**src/rtl/jk_counter_driver.sv**
```systemverilog
// Drives J/K excitation for an external bank of WIDTH JK flip-flops so the bank counts modulo M,
// and cross-checks the bank's Q feedback against a shadow count. `define JK_TOGGLE_EXC_EN selects toggle excitation.
module jk_counter_driver #(
    parameter int WIDTH = 4
) (
    input  logic             clk,
    input  logic             reset,
    input  logic             start,
    input  logic             stop,
    input  logic             up_dn,
    input  logic [WIDTH-1:0] modulus,
    input  logic [WIDTH-1:0] q_fb,
    output logic [WIDTH-1:0] j,
    output logic [WIDTH-1:0] k,
    output logic [WIDTH-1:0] count,
    output logic             busy,
    output logic             wrap,
    output logic             err
);

    typedef enum logic [1:0] {
        ST_IDLE  = 2'd0,
        ST_RUN   = 2'd1,
        ST_HOLD  = 2'd2,
        ST_ERROR = 2'd3
    } state_t;

    localparam logic [WIDTH-1:0] ONE = WIDTH'(1);

    state_t           state_reg;
    logic [WIDTH-1:0] count_reg;
    logic [WIDTH-1:0] mod_reg;
    logic             wrap_reg;
    logic             err_reg;
    logic             busy_reg;

    logic [WIDTH-1:0] count_next;
    logic [WIDTH-1:0] term_val;
    logic             wrap_next;

    // mod_reg==0 gives all-ones here, i.e. a full 2^WIDTH cycle.
    assign term_val = mod_reg - ONE;

    always_comb begin
        count_next = count_reg;
        wrap_next  = 1'b0;
        if (state_reg == ST_RUN) begin
            if (up_dn) begin
                count_next = (count_reg >= term_val) ? '0 : count_reg + ONE;
                wrap_next  = (count_reg == term_val);
            end else begin
                count_next = (count_reg == '0) ? term_val : count_reg - ONE;
                wrap_next  = (count_reg == '0);
            end
        end
    end

    // Excitation follows count_next, so the bank and the shadow move on the same edge.
    generate
        for (genvar gi = 0; gi < WIDTH; gi++) begin : g_exc
            logic chg;
            assign chg = count_reg[gi] ^ count_next[gi];
`ifdef JK_TOGGLE_EXC_EN
            assign j[gi] = chg;
            assign k[gi] = chg;
`else
            assign j[gi] = chg & count_next[gi];
            assign k[gi] = chg & ~count_next[gi];
`endif
        end
    endgenerate

    always_ff @(posedge clk) begin
        if (reset) begin
            state_reg <= ST_IDLE;
            count_reg <= '0;
            mod_reg   <= '0;
            wrap_reg  <= 1'b0;
            err_reg   <= 1'b0;
            busy_reg  <= 1'b0;
        end else begin
            wrap_reg <= 1'b0;
            if (state_reg != ST_ERROR) begin
                if (q_fb != count_reg) begin
                    state_reg <= ST_ERROR;
                    err_reg   <= 1'b1;
                    busy_reg  <= 1'b0;
                end else begin
                    case (state_reg)
                        ST_IDLE: begin
                            if (start && !stop) begin
                                state_reg <= ST_RUN;
                                mod_reg   <= modulus;
                                busy_reg  <= 1'b1;
                            end
                        end
                        ST_RUN: begin
                            count_reg <= count_next;
                            wrap_reg  <= wrap_next;
                            if (stop) begin
                                state_reg <= ST_HOLD;
                                busy_reg  <= 1'b0;
                            end
                        end
                        ST_HOLD: begin
                            if (start && !stop) begin
                                state_reg <= ST_RUN;
                                busy_reg  <= 1'b1;
                            end
                        end
                        default: begin
                            state_reg <= ST_ERROR;
                        end
                    endcase
                end
            end
        end
    end

    assign count = count_reg;
    assign busy  = busy_reg;
    assign wrap  = wrap_reg;
    assign err   = err_reg;

endmodule
```
**config.mk**
```make
export PLATFORM = sky130hd
export DESIGN_NAME = jk_counter_driver
export DESIGN_NICKNAME = d
export VERILOG_FILES = /design/src/rtl/jk_counter_driver.sv
export SDC_FILE = /design/constraint.sdc
export NUM_CORES = 1
export LEC_CHECK = 0
export CAP_MARGIN = 15
export CORE_UTILIZATION = 58
export CTS_BUF_LIST = sky130_fd_sc_hd__clkbuf_4
export DETAILED_ROUTE_END_ITERATION = 6
export DONT_BUFFER_PORTS = 1
export GPL_TIMING_DRIVEN = 0
export PLACE_DENSITY = 0.86
export SLEW_MARGIN = 20
export SYNTH_ARGS = -nofsm -noshare
export SYNTH_HDL_FRONTEND = slang
export SYNTH_SLANG_ARGS = --single-unit
```
**constraint.sdc**
```tcl
create_clock -name clk -period 2.05 [get_ports clk]
set_clock_uncertainty 0.15 [all_clocks]
set_input_delay 0.3075 -clock clk [delete_from_list [all_inputs] [get_ports clk]]
set_output_delay 0.3075 -clock clk [all_outputs]
set_load 0.05 [all_outputs]
```
==> results by group, run 1 <==
Logic synthesis
  – Mapped cell area: 967.2 µm²
  – Post-synthesis area per instance: 8.060 µm²
  – Ys async rst share: 0%
  – Warnings from Yosys: 0
  – Yosys top cell area share: 26.91%
  – Leading post-synthesis cells by cell area: dfxtp_1, ha_1, nor2_1, mux2i_1, a21oi_1
  – Synthesized flop and latch total: 13
  – Area leader, netlist: dfxtp_1
  – Main synth FF type: dfxtp_1
  – Register area share after synthesis: 26.91%
  – Syn nets: 140
  – Syn Inst Count: 120
  – Count of cell types in the netlist: 41
  – Number of enable flip-flop cells after synthesis: 0

GRT
  – Pin count of the biggest net entering global routing: 11
  – Total grt overflow: 14
  – Overall global routing resource usage: 71.64%

Clock tree
  – CTS Buffer Depth: 2
  – Root Buffer Master: clkbuf_4
  – H-tree Lvls: 1
  – CTS sink cnt: 13
  – Num CTS Buffers: 3

Timing
  – Worst endpoint type: primary output
  – Worst-path endpoint after global-route repair_timing: k[3]

Floorplanning
  – Site Rows: 14
  – Die span in x: 42.84 µm
  – Initial Util: 63.46%
  – I/O pins: 28
  – Die height: 42.84 µm

Placement
  – DP HPWL: 1.885 mm
  – Port Buffers: 0
  – GP Congestion: 0.8665

Run status
  – Status: aborted with a tool error
  – Stop err: [ERROR GRT-0232] Routing congestion too high. Check the congestion heatmap in the GUI.
  – Failing step: 5_1_grt
[metrics by stage]
stage          instances  util, %  setup slack [ns]  cell area [µm²]
2_1_floorplan        120        -           -0.4673             1107
3_3_place_gp         136    73.97           -0.5962             1127
3_5_place_dp         136    73.97           -0.6190             1127
4_1_cts              152    89.57           -0.8331             1365
[synth_stat cells (all sizes together) (2+ instances only)]
master / instances
a211oi: 5
a21oi: 9
a2bb2oi: 2
a31oi: 2
and3: 3
buf: 4
clkbuf: 2
dfxtp: 13
ha: 7
inv: 9
mux2i: 5
nand2: 4
nand4: 2
nor2: 19
nor3: 7
o21ai: 3
or3: 2
xnor2: 5
[routing by layer]
layer	GRT overflow	GRT usage, %
met1	0	77.45
met2	7	85.76
met3	0	48.94
met4	7	75.63
met5	0	0
[logic make-up after synthesis]
family	share of synthesized area (%)
xor gates and xnor gates	6.986
DFF	26.91
buffers and inverters	7.891
and+or+nand+nor	23.16
muxes	5.175
AOI/OAI and AO/OA	20.83
adders and majority gates	9.055
[timing repair]
action / CTS
gates resized for setup: 25
setup endpoints to repair: 17
hold buffers: 1
setup buffers: 12
hold endpoints to repair: 3
pin swaps: 11
==> run 2, diff against run 1 <==
- CORE_AREA: default -> 2 2 63 65
- CORE_UTILIZATION: 58 -> default
- CTS_BUF_LIST: sky130_fd_sc_hd__clkbuf_4 -> default
- DIE_AREA: default -> 0 0 65 67
- PLACE_DENSITY: 0.86 -> default
- PLACE_DENSITY_LB_ADDON: default -> 0.15
- clock period: 2.05 -> 2.67 ns (I/O delays scaled with it)
==> run 2 against run 1 <==
  * The flow now finishes, with violations (setup timing)
  * Synthesized cell count is the same
  * Area after synthesis is the same
==> results by group, run 2 <==
Run status
  – Status: finished, violations left
  – Failing checks: setup timing

Clock tree
  – H-tree Lvls: 1
  – Clk_lat worst skew: 0.25 ns
  – CTS tree: yes
  – CTS Buffer Depth: 2
  – CTS sink cnt: 13
  – Root Buffer Master: clkbuf_8
  – Num CTS Buffers: 3
  – # hold bufs at CTS: 0
  – Clk pin slew, worst setup/hold paths: 0.07 ns

Timing
  – Final setup viols: 7
  – Final Max Slew Viols: 0
  – Tcrit/Tclk final: 111.8%
  – Slew @ Worst Pin: 0.8394 ns
  – Peak Freq: 335.0 MHz
  – Slew headroom: 44.04%
  – Fin. Hold Viols: 0
  – Sum Neg Setup Slack: -1.905 ns
  – RSZ-0062 raised after global routing: true
  – Setup slack after layout: -0.3152 ns
  – Post-layout min period: 2.985 ns

Routing
  – Wire per inst: 14.80 µm
  – DR vias: 915
  – 1st-pass router iterations: 4
  – Final ANT Viol Nets: 0
  – Initial drt markers: 33
  – Vias/cell: 5.027
  – DRC viols: 0
  – Final wirelength: 2.693 mm

GRT
  – Pin count of the biggest net entering global routing: 11
  – Initial antenna violation count: 0
  – Total grt overflow: 0
  – First-pass GRT wire length: 4.436 mm
  – Vias in the first global route: 925
  – Overall global routing resource usage: 13.46%

Logic synthesis
  – Compound-cell area share of the yosys netlist: 20.83%
  – Largest family of logic cells by synthesized area: simple AND/OR/NAND/NOR gates
  – Syn nets: 140
  – Mapped cell area: 967.2 µm²
  – Top-count cell post-synth: nor2_1
  – Syn Inst Count: 120
  – Xor/xnor cell area share of the yosys netlist: 6.986%
  – Area leader, netlist: dfxtp_1
  – Synth Area in Simple Gates: 23.16%
  – Synthesized flop and latch total: 13
  – Register area share after synthesis: 26.91%
  – Main synth FF type: dfxtp_1
  – Number of enable flip-flop cells after synthesis: 0
  – Warnings from Yosys: 0
  – Yosys top cell area share: 26.91%
  – Adder-cell share of the synthesized area: 9.056%
  – Synth top cells by count: nor2_1, dfxtp_1, a21oi_1, inv_1
  – Post-synthesis mux area share: 5.175%
  – Count of cell types in the netlist: 41
  – Leading post-synthesis cells by cell area: dfxtp_1, ha_1, nor2_1, mux2i_1, a21oi_1
  – Ys async rst share: 0%
  – Post-synthesis area per instance: 8.060 µm²

Floorplanning
  – Core area: 0.003606 mm²
  – I/O pins: 28
  – Die span in x: 65 µm
  – Die ar.: 0.004355 mm²
  – Initial Util: 26.82%
  – Site Rows: 22
  – Die height: 67 µm

Power
  – Final total power: 0.4841 mW
  – Pwr dens: 364.3 mW/mm²
  – Sw frac: 30.89%
  – Cell-internal power: 0.3345 mW
  – P_sw: 0.1496 mW
  – Leak pwr: 0.5603 nW
  – Clock power share: 38.2%
  – Maximum VDD drop: 0.2684 mV
  – Share of power burned in combinational logic: 19.1%
  – Seq pwr share: 42.7%

Placement
  – DP HPWL: 1.982 mm
  – GP Congestion: 0.7557
  – Port Buffers: 0

Cells and area
  – Share of layout cells above drive strength 1: 37.31%
  – Antenna Cells: 0
  – Final-layout fill cell count: 380
  – Most common cell after layout, fill and taps aside: nor2_1
  – Area of the multi-input gates: 782.0 µm²
  – Sequential cell area: 281.5 µm²
  – Layout net count: 155
  – Layout area overhead: 37.39%
  – Most frequent cells in the layout: nor2_1, buf_4, inv_1

Hold path
  – Worst hold path type: primary input to register

Setup path
  – Crit start category: register
  – R2r setup slk: 0.37 ns
  – Critical path data required time: 2.12 ns
  – Critical path fanouts, max: 5
  – Worst EP arrival: 2.43 ns
  – Worst Path Class, Setup: register to output pin
  – Worst Setup End Kind: output pin

Flow run
  – Max-Cap Viols: 0
## run 2: cell counts after synthesis
No cell type changed its count.
## run 2: cells by family after synthesis
family                   after synthesis
buffers and inverters                 15
XOR/XNOR                               6
adder cells (fa/ha/maj)                7
AO/OA/AOI/OAI                         30
flip-flops                            13
AND/OR/NAND/NOR                       44
multiplexers                           5
## run 2: final timing paths
check | startpoint | endpoint | depth (start not counted)
setup / recovery | mod_reg[0] | k[3] | 6
hold / removal | reset | count[1] | 1
setup reg to reg | mod_reg[0] | count[2] | 9
hold reg to reg | mod_reg[2] | mod_reg[2] | 2
## run 2: final cells by class
class                   count  share of cell area [%]
plain buffers               6                   3.202
clock inverters             1                  0.3766
well taps                  48                   4.520
multi-input cells          92                   58.85
inverters                   9                   2.542
flip-flops and latches     13                   21.19
clock buffers               3                   3.107
repair buffers             10                   6.215
## run 2: what timing repair did
action / in CTS / in global routing
buffers inserted: 9 / 1
gates resized for setup: 24 / 3
pin swaps: 9 / 3
setup endpoints to repair: 8 / 8
## run 2: power groups by stage
| stage | clock network (mW) | logic (mW) | registers (mW) |
|---|---|---|---|
| after detailed placement | 0 | 0.0740 | 0.216 |
| after floorplan | 0 | 0.0642 | 0.214 |
| after global routing | 0.205 | 0.101 | 0.207 |
| final | 0.185 | 0.0925 | 0.207 |
| after CTS | 0.194 | 0.0889 | 0.207 |
| after global placement | 0 | 0.0739 | 0.216 |
## run 2: per-layer routing
metal | vias up | wire [µm] | GRT usage, %
met5 | - | 0 | 0
met4 | 0 | 14 | 3.989
met3 | 2 | 162 | 5.068
met2 | 27 | 1360 | 23.58
met1 | 424 | 1155 | 15.14
li1 | 462 | - | -
## run 2: per-stage QoR
| step | instance area (µm²) | hold WS [ns] | std cells | utilization [%] | setup slack [ns] |
|---|---|---|---|---|---|
| 2_1_floorplan | 1040 | 0.3158 | 120 | - | -0.1397 |
| 4_1_cts | 1308 | 0.04895 | 181 | 36.26 | -0.3665 |
| 5_1_grt | 1329 | 0.04246 | 182 | 36.85 | -0.4207 |
| 3_3_place_gp | 1100 | 0.3170 | 168 | 30.50 | -0.4750 |
| 3_5_place_dp | 1100 | 0.3195 | 168 | 30.50 | -0.4459 |
| 6_report | 1329 | 0.05420 | 182 | 36.85 | -0.3152 |
## run 2: worst max-delay path, stage by stage (launching register included)
cell and delay, ns:
dfxtp_4 0.37, nor4_4 0.29, nor2_1 0.07, ha_1 0.33, nand2_1 0.09, o211a_4 0.30, a2111oi_4 0.74
Power figures use the tool's default switching activity.
==> edit: new RTL, config.mk and constraints of run 2 <==
Make the reset (`reset`) asynchronous in one clocked block.
--- a/src/rtl/jk_counter_driver.sv
+++ b/src/rtl/jk_counter_driver.sv
@@ -70,7 +70,7 @@
         end
     endgenerate
 
-    always_ff @(posedge clk) begin
+    always_ff @(posedge clk or posedge reset) begin
         if (reset) begin
             state_reg <= ST_IDLE;
             count_reg <= '0;
Behaviour: differs if reset is asserted again (counterexample within 4 cycles, from zero or initial values and one cycle with reset high); with reset held inactive, the same outputs for 10 cycles.
==> edit against run 2 <==
The flow still finishes with violations (setup timing). Critical path type unchanged. Total power shrank 3.7%. Cell area grew 7.6%. Area after synthesis grew 8.3%. Setup slack lost 0.12 ns. Sequential power grew 6%. Routed wire length grew 4.0%. Sequential cell count is the same.
==> edit: results (changes against run 2) <==
register area share after synthesis=31.1% (was 26.9%); DR pass1 iterations=3 (was 4); NumNets Final=146 (was 155); Post-Synth Adder-Cell Area=8.36% (was 9.06%); Iter 0 DRT Violations=56 (was 33); clock transition at the registers of the reported paths=0.05 ns (was 0.07 ns); fillers=379 (was 380); Max IR drop VDD=161 uV (was 268 uV); cell accounting for the most synthesized area=dfrtp_1 (was dfxtp_1); # Post-CTS Setup Buffers=4 (was 9); post-synthesis compound-gate area fraction=18.0% (was 20.8%); CP arrival=2.56 ns (was 2.43 ns); status=complete, but fails checks (unchanged); flip-flop and latch area=333 um^2 (was 282 um^2); DP Area=1230 um^2 (was 1100 um^2); worst setup path endpoint=j[0] (was k[3]); Placed Cells incl. Taps=159 (was 168); largest net degree at the start of global routing=14 (was 11); Mapped Nets=131 (was 140); RePlAce Congestion=0.871 (was 0.756); DR vias/cell=5.03 (about the same); mux contribution to synthesized area=7.77% (was 5.17%); Setup Viol. Count Final=7 (unchanged); critical hold path startpoint=modulus[0] (was reset); combinational power share=15.7% (was 19.1%); synth cell count leaders=dfrtp_1, inv_1, nor2_1, nand2_1, ha_1 (was nor2_1, dfxtp_1, a21oi_1, inv_1); multi-input combinational cell count=83 (was 92); CTS resizes=11 (was 24); synthesized-area fraction occupied by xor and xnor cells=6.45% (was 6.99%); Max stage delay on crit path=0.56 ns (was 0.74 ns); non-filler cells, final=173 (was 182); hold_buf cts=1 (was 0); clock buffer count=4 (was 3); failing checks=setup timing (unchanged); asr flop ratio synth=100% (was 0%); Mapped Area=1050 um^2 (was 967 um^2); reg2reg start=mod_reg[1] (was mod_reg[0]); Tot GR Track Use=14.1% (was 13.5%); ClkCell Share=3.15% (was 3.48%); Crit Reg-Reg Endpoint=count[3] (was count[2]); worst hold path endpoint=mod_reg[0] (was count[1]); first-pass GRT wire length=4570 um (was 4440 um); post-route setup slack=-0.436 ns (was -0.315 ns); vias in the first global route=883 (was 925); WL/cell=16.2 um (was 14.8 um); Crit Path Max Fanout=7 (was 5)
[edit: cell count changes after synthesis, moves of 3 or more]
cell / run 2 / this run
a211oi_1: 5 / 2
dfrtp_1: 0 / 13
nor3_1: 7 / 4
nor2_1: 19 / 9
mux2_4: 0 / 4
dfxtp_1: 13 / 0
a21oi_1: 9 / 3
o22ai_1: 1 / 4
mux2i_1: 5 / 1
nand2_1: 4 / 8
[edit: per-layer routing]
| metal | vias up | wire, um | global-route usage, % |
|---|---|---|---|
| met5 | - | 0 | 0 |
| met4 | 0 | 17 | 5.59 |
| met3 | 2 | 156 | 3.55 |
| met2 | 22 | 1310 | 22.4 |
| met1 | 420 | 1310 | 18.3 |
| li1 | 427 | - | - |
[edit: kinds of logic after synthesis]
family	after synthesis
and+or+nand+nor	38
AOI/OAI and AO/OA	26
DFF	13
adders and majority gates	7
xor gates and xnor gates	6
buffers and inverters	15
muxes	6
